**config.mk**
```make
export PLATFORM = sky130hd
export DESIGN_NAME = axicb_id_order_ctrl
export DESIGN_NICKNAME = d
export VERILOG_FILES = /design/src/rtl/axicb_id_order_ctrl.sv
export SDC_FILE = /design/constraint.sdc
export NUM_CORES = 1
export LEC_CHECK = 0
export BUFFER_PORTS_ARGS = -buffer_cell sky130_fd_sc_hd__buf_2
export CORE_MARGIN = 5
export CORE_UTILIZATION = 60
export DETAILED_ROUTE_END_ITERATION = 7
export GPL_ROUTABILITY_DRIVEN = 0
export PLACE_DENSITY = 0.84
export SLEW_MARGIN = 5
export SYNTH_ARGS = -nofsm -noshare
export SYNTH_HDL_FRONTEND = slang
export SYNTH_SLANG_ARGS = --single-unit
```
**constraint.sdc**
```tcl
create_clock -name aclk -period 9 [get_ports aclk]
set_input_delay 1.35 -clock aclk [delete_from_list [all_inputs] [get_ports aclk]]
set_output_delay 1.35 -clock aclk [all_outputs]
set_load 0.03 [all_outputs]
```
**src/rtl/axicb_id_order_ctrl.sv**
```systemverilog
// Per-ID AXI same-ID ordering and outstanding cap on a master address channel; zero-latency gating of valid/ready.
// Stalled requests see s_ready=0 until the owning slave retires them; optional stall timeout under AXICB_ORDER_TMO_EN.
module axicb_id_order_ctrl #(
  parameter int unsigned          AXI_ID_W    = 8,
  parameter int unsigned          SLV_NB      = 4,
  parameter int unsigned          NB_ID       = 4,
  parameter int unsigned          MAX_OSTD    = 4,
  parameter logic [AXI_ID_W-1:0]  MST_ID_MASK = '0,
  parameter int unsigned          TMO_W       = 16
) (
  input  logic                aclk,
  input  logic                srst,
  input  logic                s_valid,
  output logic                s_ready,
  input  logic [AXI_ID_W-1:0] s_id,
  input  logic [SLV_NB-1:0]   s_ix,
  output logic                m_valid,
  input  logic                m_ready,
  input  logic                c_done,
  input  logic [AXI_ID_W-1:0] c_id,
  output logic                busy,
  output logic                err_uflow,
  output logic                err_tmo
);

  localparam int unsigned      IDX_W   = $clog2(NB_ID);
  localparam int unsigned      CNT_W   = $clog2(MAX_OSTD + 1);
  localparam logic [CNT_W-1:0] CNT_MAX = CNT_W'(MAX_OSTD);

  logic [CNT_W-1:0]  cnt   [NB_ID];
  logic [SLV_NB-1:0] owner [NB_ID];

  logic [IDX_W-1:0] s_idx;
  logic [IDX_W-1:0] c_idx;
  logic             cnt_full;
  logic             owner_clash;
  logic             stall;
  logic             accept;
  logic             uflow_hit;
  logic [NB_ID-1:0] inc;
  logic [NB_ID-1:0] dec;
  logic [NB_ID-1:0] live;

  // Table index is the low bits of the ID once the master's own ID bits are removed.
  assign s_idx = IDX_W'(s_id ^ MST_ID_MASK);
  assign c_idx = IDX_W'(c_id ^ MST_ID_MASK);

  always_comb begin
    cnt_full    = (cnt[s_idx] == CNT_MAX);
    owner_clash = (cnt[s_idx] != '0) && (owner[s_idx] != s_ix);
    stall       = !srst && (cnt_full || owner_clash);
  end

  assign m_valid = s_valid && !stall;
  assign s_ready = m_ready && !stall;
  assign accept  = s_valid && s_ready;

  always_comb begin
    inc  = '0;
    dec  = '0;
    live = '0;
    for (int i = 0; i < NB_ID; i++) begin
      inc[i]  = accept && (s_idx == IDX_W'(i));
      dec[i]  = c_done && (c_idx == IDX_W'(i));
      live[i] = (cnt[i] != '0);
    end
    // A retire that coincides with an accept on the same ID cancels out and is not an underflow.
    uflow_hit = c_done && (cnt[c_idx] == '0) && !(accept && (s_idx == c_idx));
  end

  assign busy = |live;

  always_ff @(posedge aclk) begin
    if (srst) begin
      for (int i = 0; i < NB_ID; i++) begin
        cnt[i]   <= '0;
        owner[i] <= '0;
      end
      err_uflow <= 1'b0;
    end else begin
      for (int i = 0; i < NB_ID; i++) begin
        if (inc[i] && !dec[i]) begin
          cnt[i] <= cnt[i] + CNT_W'(1);
          if (cnt[i] == '0) begin
            owner[i] <= s_ix;
          end
        end else if (dec[i] && !inc[i] && (cnt[i] != '0)) begin
          cnt[i] <= cnt[i] - CNT_W'(1);
        end
      end
      if (uflow_hit) begin
        err_uflow <= 1'b1;
      end
    end
  end

`ifdef AXICB_ORDER_TMO_EN
  localparam logic [TMO_W-1:0] TMO_SAT = '1;

  logic [TMO_W-1:0] tmo_cnt;
  logic [TMO_W-1:0] tmo_inc;
  logic             tmo_err;

  assign tmo_inc = tmo_cnt + TMO_W'(1);

  // Counts consecutive stalled-and-valid cycles; saturates and flags once it reaches all-ones.
  always_ff @(posedge aclk) begin
    if (srst) begin
      tmo_cnt <= '0;
      tmo_err <= 1'b0;
    end else if (s_valid && stall) begin
      if (tmo_cnt != TMO_SAT) begin
        tmo_cnt <= tmo_inc;
        if (tmo_inc == TMO_SAT) begin
          tmo_err <= 1'b1;
        end
      end
    end else begin
      tmo_cnt <= '0;
    end
  end

  assign err_tmo = tmo_err;
`else
  // No timeout tracking in this build; TMO_W only sizes the counter when it exists.
  assign err_tmo = 1'b0 & (TMO_W != 0);
`endif

endmodule

```
==> results of run 1 <==
-- sequential cells by signal (all words and copies together), names as in the netlist --
signal	cells
cnt	12
owner	16
err_uflow	1
-- per-stage QoR --
| step | instance area (sq um) | worst slack (ns) | total power [mW] | utilization | hold WS [ns] |
|---|---|---|---|---|---|
| floorplan | 1960 | 4.67 | 0.199 | - | 0.557 |
| global placement | 2070 | 4.38 | 0.211 | 0.667 | 0.435 |
| detailed placement | 2070 | 4.31 | 0.215 | 0.667 | 0.450 |
| CTS | 2150 | 4.30 | 0.318 | 0.692 | 0.465 |
| global route | 2150 | 4.20 | 0.331 | 0.692 | 0.510 |
| finish | 2150 | 4.31 | 0.318 | 0.692 | 0.464 |
-- how the worst max path moves through the flow --
stage,start,to,slack (ns)
after global routing,s_id[0],s_ready,4.20
after global placement,s_id[0],m_valid,4.38
after CTS,s_id[0],s_ready,4.30
final,s_id[0],s_ready,4.31
after detailed placement,s_id[0],s_ready,4.31
after floorplan,s_id[1],m_valid,4.67
-- placed cells by master, fill, tap and decap left out, types with 5 or more instances in the layout --
cell type	Yosys	routed
sky130_fd_sc_hd__clkbuf_4	0	5
sky130_fd_sc_hd__edfxtp_1	28	28
sky130_fd_sc_hd__inv_1	11	11
sky130_fd_sc_hd__buf_2	3	16
sky130_fd_sc_hd__nand2b_1	6	6
sky130_fd_sc_hd__and2_1	19	19
sky130_fd_sc_hd__or2_2	6	6
sky130_fd_sc_hd__nor2_1	8	8
sky130_fd_sc_hd__o21ai_0	5	5
sky130_fd_sc_hd__nor2b_1	8	8
sky130_fd_sc_hd__or3_1	5	5
sky130_fd_sc_hd__a21oi_1	5	5
-- layer usage --
layer | vias up | track usage | share of wire
met5 | - | 0 | 0
met1 | 705 | 0.241 | 0.42
met4 | 0 | 0.0506 | 0.0098
met2 | 67 | 0.364 | 0.51
li1 | 667 | - | -
met3 | 8 | 0.0499 | 0.065
-- critical path, delay by kind of cell --
kind | cells | cell delay [ns]
simple gates | 3 | 0.38
compound gates | 1 | 0.32
xor+xnor | 1 | 0.17
mux | 1 | 0.63
buf+inv | 2 | 0.48
-- cells by family after synthesis --
family / count (synthesis)
fa+ha+maj: 6
xor+xnor: 8
simple gates: 73
flops: 29
mux: 12
buf+inv: 16
compound gates: 26
other cells: 1
-- power groups by stage --
stage | logic [mW] | clock network (mW) | registers [mW]
6_report | 0.0544 | 0.104 | 0.159
3_3_place_gp | 0.0504 | 0 | 0.161
5_1_grt | 0.0585 | 0.113 | 0.160
2_1_floorplan | 0.0386 | 0 | 0.161
3_5_place_dp | 0.0536 | 0 | 0.162
4_1_cts | 0.0539 | 0.106 | 0.159
-- layout make-up --
| cell class | instances | area (sq um) | share of cell area |
|---|---|---|---|
| Sequential cell | 29 | 861 | 0.401 |
| Multi-Input combinational cell | 126 | 1030 | 0.480 |
| Inverter | 11 | 41.3 | 0.0192 |
| Clock inverter | 3 | 41.3 | 0.0192 |
| Timing Repair Buffer | 16 | 80.1 | 0.0373 |
| Clock buffer | 5 | 37.5 | 0.0175 |
| Tap cell | 44 | 55.1 | 0.0256 |
==> results list, run 1 <==
- Leak Pwr: 0.794 nW
- DRC Markers: 0
- The filler cells instantiated in the layout total 244.
* Worst ir drop on vdd: 0.000109 V
- STA classifies the critical path startpoint as an input port.
* Maximum clock frequency: 0.213 GHz
- The detailed router finished its first iteration with 81 violations.
- TritonCTS built the clock tree.
- For the final routed database, the setup TNS stands at 0 ns.
- The path class of the tightest hold or removal check is flop to flop.
* Portion of synthesized cell area occupied by the leading cell type: 0.429
- Chip Height: 67.2 um
- Initial antenna violation count: 0
- CTS-repair resized insts: 0
* Cell row count: 20
* Number of cells produced by synthesis: 171
- Setup repair after global routing left no endpoint under its margin.
- The first global-routing pass estimated 6730 um of wire.
- The count of nets left with antenna violations once routing finished came out at 0.
* Via count of the first global-routing pass: 1488
* Number of storage elements in the synthesis netlist: 29
- Min-Delay Startpoint: err_uflow
- Buffer levels on the longest clock path: 2
- Synthesis produced a netlist with a net count of 202.
* Fraction of the yosys area taken by sequential cells: 0.439
- Internal power comes to 234 uW.
* Net switching fraction of the power: 0.264
- Total count of max-transition violations in the final report: 0
- Measured against the total synthesized area, the mux share comes to 0.105.
* Transition time at the pin with the least slew margin: 0.704 ns
- Cell types with the largest area share after synthesis: sky130_fd_sc_hd__edfxtp_1 (43%), sky130_fd_sc_hd__and2_1 (6.1%), sky130_fd_sc_hd__mux4_2 (4.6%)
* Number of antenna cells inserted: 0
- The worst register-to-register path begins at cnt[3][0].
- Delay of the slowest cell on the worst path: 0.63 ns
* Pre-antenna DRT Iters: 4
- Kind of end point of the critical path: primary output
- The fraction of the mapped netlist area in compound gates came to 0.100.
- Layout Cells excl Fill: 234
- Top cells by instance count after synthesis: sky130_fd_sc_hd__edfxtp_1 (28), sky130_fd_sc_hd__and2_1 (19), sky130_fd_sc_hd__inv_1 (11)
* Pin count of the biggest net entering global routing: 20
* Worst reg-to-reg path cell count: 9
- Detailed placement ended at an HPWL of 3160 um.
- The clock net in this run drives a total of 29 sinks.
- The net count of the finished layout is 220.
- Worst endpoint data arrival time: 3.34 ns
- Arithmetic-cell share of the synthesized area counting full adders, half adders and majority gates: 0.0498
- Relative to the synthesized area, the layout overhead comes to 9.57%.
- Counting tap cells, the placed design contains a total of 226 instances.
- Of the total power, the clock network draws 0.329.
- Final clock period utilization by the worst path: 0.521
* Number of flops mapped to enable cells by yosys: 28
* Number of max-cap violations: 0
- At the later pin of the worst-skew pair, clock insertion delay measures 0.33 ns.
- Worst Hold Endpoint: err_uflow
- Summed over all nets, the switching power comes to 84.0 uW.
* Sequence of cells on the critical path: buf_2 -> mux4_1 -> xor2_1 -> a211o_1 -> nor2_1 -> nor2_1 -> nor2b_1 -> buf_2
- Slack of the worst reg-to-reg path: 5.78 ns
- Xor-xnor portion of the synthesized cell area: 0.0357
* DIE WIDTH: 67.2 um
- For this configuration, the core starts out at a cell density of 0.632.
- Hold buffers post-CTS: 0
- Clock tree root buffer cell: sky130_fd_sc_hd__clkbuf_4
- For this run, the leading register cell type out of synthesis is sky130_fd_sc_hd__edfxtp_1.
- Counting instances, the worst hold path has a depth of 2.
* Clock-pin slew of the registers on the worst-case setup and hold paths: 0.09 ns
- After floorplanning, the core was sized to cover 3100 sq um.
- Of the total synthesized cell area, the portion taken by AND, OR, NAND and NOR gates is 0.234.
- Summing every instance area after synthesis gives 1960 sq um.
* Worst reg2reg path endpoint: cnt[2][2]
- The critical path is of the input port to primary output type.
* Per-cell via count in the routed design: 6.18
* Final wirelength: 4080 um
- Of the total power, combinational logic draws 0.171.
- Top-count cell post-synth: sky130_fd_sc_hd__edfxtp_1
- Share of layout cells above drive strength 1: 0.232
* Finish-stage setup viols: 0
- Fraction of synthesis flops using an asynchronous set or reset pin: 0
- Standard cell with the maximum stage delay on the critical path: sky130_fd_sc_hd__mux4_1
- Dividing total power by cell area gives a power density of 148 nW/um^2.
- After layout, the minimum clock period comes to 4.69 ns.
- In the final routed layout, each cell accounts on average for 17.4 um.
- In this run the number of H-tree levels came out at 2.
- The routed layout has 1447 vias.
* All-Layer GR Usage: 0.202
* Largest area contributor in the netlist: sky130_fd_sc_hd__edfxtp_1
- The flow ran to the end, and the final reports show no timing, DRC or antenna violations.
* Largest clock skew in the final design: 0.00893 ns
* Area enclosed by the die boundary: 4510 sq um
* Synthesis warning total: 0
- Crit-path max FO: 13
- Port Buf Inserts: 16
- The number of hold-slack violations in the final timing report came to 0.
- For the worst setup path, the data required time is 7.65 ns.
- Ports placed on the boundary: 30
- Of the total power, registers draw 0.500.
- Post-CTS Setup Bufs: 0
* Cts bufs inserted: 5
- Post-synth cell types: 47
- Max_slew headroom: 0.526
- By area, the combinational part of the netlist is dominated by simple AND/OR/NAND/NOR gates.
- Mapped Avg Cell Area: 11.5 sq um
* Overall overflow remaining after global route: 0
Note: power is estimated with default switching activity, not from simulation.
==> run 2: changes to the inputs <==
Settings changed: CORE_UTILIZATION 60 to 57, PLACE_DENSITY 0.84 to 0.8.
Clock period 9 ns to 4.7 ns, I/O delays scaled along.
==> run 2 against run 1 <==
- die area rose by 4.5%
- largest cell class unchanged
- cell count rose by 0.43%
- critical endpoint is now cnt[2][2]
- combinational power rose by 89%
- worst hold slack got worse by 0.012 ns
==> results list, run 2 (synthesis results as in run 1) <==
- The flow ran to the end, and the final reports show no timing, DRC or antenna violations.
* Maximum clock frequency: 0.292 GHz
- The HPWL after detailed placement was 3230 um (+2.0%).
- The number of design rule violations left after detail routing is 0 (unchanged).
* Total count of max-transition violations in the final report: 0 (unchanged)
- Pin count of the biggest net entering global routing: 20 (unchanged)
- The delay of the slowest critical-path stage is 0.61 ns (-0.02 ns).
* Clock-pin slew of the registers on the worst-case setup and hold paths: 0.09 ns (about the same)
- Transition time at the pin with the least slew margin: 0.617 ns (-0.0874 ns)
* Power density over cell area: 256 nW/um^2 (+73%)
* Worst Path Class, Setup: input port to flop
* Hold buffers post-CTS: 0 (unchanged)
* CTS sink cnt: 29 (unchanged)
- The worst slack at placement was 0.975 ns (-3.33 ns).
- Clock tree root buffer cell: sky130_fd_sc_hd__clkbuf_4
* Number of antenna cells inserted: 0 (unchanged)
- The overall power of the completed layout is 542 uW (+71%).
* Maximum level of the CTS H-tree: 2 (unchanged)
- The data required time at the worst endpoint is 4.88 ns (-2.77 ns).
- Crit path buffers/inverters: 1 (-1)
- The top fanout value on the critical path came to 13 (unchanged).
* Initial antenna violation count: 0 (unchanged)
- Overall overflow remaining after global route: 0 (unchanged)
* Most flop-heavy register: owner
- The total number of vias is 1437 (-0.69%).
- Levels on crit path: 10 (+2)
- Sum of negative setup slack: 0 ns (unchanged)
* Kind of end point of the critical path: flop
- The via density per instance is 6.11 (-1.1%).
* Startpoint of the most critical register-to-register path: cnt[3][0]
* Filler cell count: 275 (+13%)
* CP startpoint kind: input port
- Buffer levels on the longest clock path: 2 (unchanged)
* Count of nets after finishing: 220 (unchanged)
- The total of max-cap violations is 0 (unchanged).
- Finish-stage setup viols: 0 (unchanged)
- Setup repair after global routing missed its margin: no
* First-pass GRT wire length: 7030 um (+4.5%)
* Worst ir drop on vdd: 0.000171 V (+57%)
* Share of layout cells above drive strength 1: 0.222 (-0.00936)
- Cts bufs inserted: 5 (unchanged)
- The area growth from synthesis to layout is 7.98%.
- The number of hold-slack violations in the final timing report was 0 (unchanged).
* Most frequent standard cell in the layout excluding fill and tap cells: sky130_fd_sc_hd__edfxtp_1
* Port Buf Inserts: 16 (unchanged)
* Min-Delay Startpoint: err_uflow
- The initial detailed-routing violation count was 140 (+73%).
- DIE WIDTH: 68.7 um (+2.2%)
- Number of cells on the worst hold path: 2 (unchanged)
- The number of global-route vias before repair was 1500 (+0.81%).
- Chip Height: 68.7 um (+2.2%)
- Worst setup path startpoint: s_id[0]
* Pre-antenna DRT Iters: 4 (unchanged)
- The slowest stage of the critical path belongs to the cell sky130_fd_sc_hd__mux4_1.
* Ports placed on the boundary: 30 (unchanged)
- The total routing usage reported by global routing is 0.208 (+0.00583).
- Walking the worst path, the cells encountered are buf_2 -> mux4_1 -> xor2_1 -> a211o_1 -> nor3_1 -> or2_2 -> fa_1 -> xnor2_1 -> or4b_4 -> o21ai_2.
* Worst Slack Setup Final: 1.28 ns (-3.03 ns)
* DR WL/cell: 17.5 um (+0.60%)
- The library cells used most frequently in the layout, excluding fill and tap cells, are sky130_fd_sc_hd__edfxtp_1 (28), sky130_fd_sc_hd__and2_1 (19), sky130_fd_sc_hd__buf_2 (16), sky130_fd_sc_hd__inv_1 (11).
* Leak Pwr: 0.781 nW (-1.6%)
* Area enclosed by the die boundary: 4710 sq um (+4.5%)
* Initial standard-cell utilization of the core: 0.588 (-0.0443)
- Worst endpoint data arrival time: 3.60 ns (+0.26 ns)
- Worst skew pair latency: 0.32 ns (about the same)
* Worst min path class: flop to flop
* Family with the most delay on the worst path: simple AND/OR/NAND/NOR gates
- The number of flip-flops in the largest register came to 16 (unchanged).
- The number of rows in the core area came to 21 (+5.0%).
- Clock tree from TritonCTS: built
- Largest clock skew in the final design: 0.00600 ns (-0.00293 ns)
* Post-CTS Setup Bufs: 0 (unchanged)
- Min Clock Period, post-route: 3.42 ns
- In the final layout, the registers with the most flip-flops are owner: 16 flops, cnt: 12 flops, err_uflow: 1 flops.
* Final core utilization: 0.634 (-0.0579)
- The max-slew headroom at the worst pin came to 0.585 (+0.0589).
* Std-Cell Core Area: 3340 sq um (+7.5%)
- The number of resized instances in the post-cts repair step came to 0 (unchanged).
- Final clock period utilization by the worst path: 0.728
* Final wirelength: 4120 um (+1.0%)
- Worst reg-to-reg path cell count: 9 (unchanged)
* Antenna-violating nets left: 0 (unchanged)
==> run 2: changes by cell type in the layout (fill, tap and decap cells not counted), sizes merged <==
cell	delta
bufinv	-1
clkbuf	+1
clkinvlp	-1
==> run 2: tightest hold or removal path: stages, from the launching register on <==
cell and delay (ns):
sky130_fd_sc_hd__dfxtp_1 0.32, sky130_fd_sc_hd__inv_1 0.04, sky130_fd_sc_hd__a21oi_1 0.05
==> run 2: layout make-up <==
class | instances | area [sq um] | share of cell area
clock buffer | 6 | 41.3 | 0.0195
clock inverter | 1 | 3.75 | 0.00177
inverter | 11 | 41.3 | 0.0195
multi-input combinational | 126 | 1030 | 0.488
sequential | 29 | 861 | 0.407
tap | 46 | 57.6 | 0.0272
timing repair buffer | 16 | 80.1 | 0.0378
==> run 2: where the power goes <==
part | switching [mW] | internal (mW)
Combinational | 0.0621 | 0.0407
Sequential | 0.00778 | 0.296
Clock | 0.0815 | 0.0541
==> run 2: routing by layer <==
metal	share of wire	up-vias	global-route usage
met5	0	-	0
met4	0.029	0	0.107
met3	0.070	12	0.0535
met2	0.51	75	0.342
met1	0.39	682	0.251
li1	-	668	-
==> run 2: through the flow <==
| stage | area (sq um) | hold WS, ns | instances |
|---|---|---|---|
| after floorplan | 1960 | 0.557 | 171 |
| after global placement | 2070 | 0.435 | 228 |
| after detailed placement | 2070 | 0.436 | 228 |
| after CTS | 2120 | 0.455 | 235 |
| after global routing | 2120 | 0.489 | 235 |
| final | 2120 | 0.452 | 235 |
==> run 2: path summary, 6_finish.rpt <==
kind          endpoint  slack [ns]
max          cnt[2][2]        1.28
min          err_uflow        0.45
max reg2reg  cnt[2][2]        1.45
min reg2reg  err_uflow        0.45
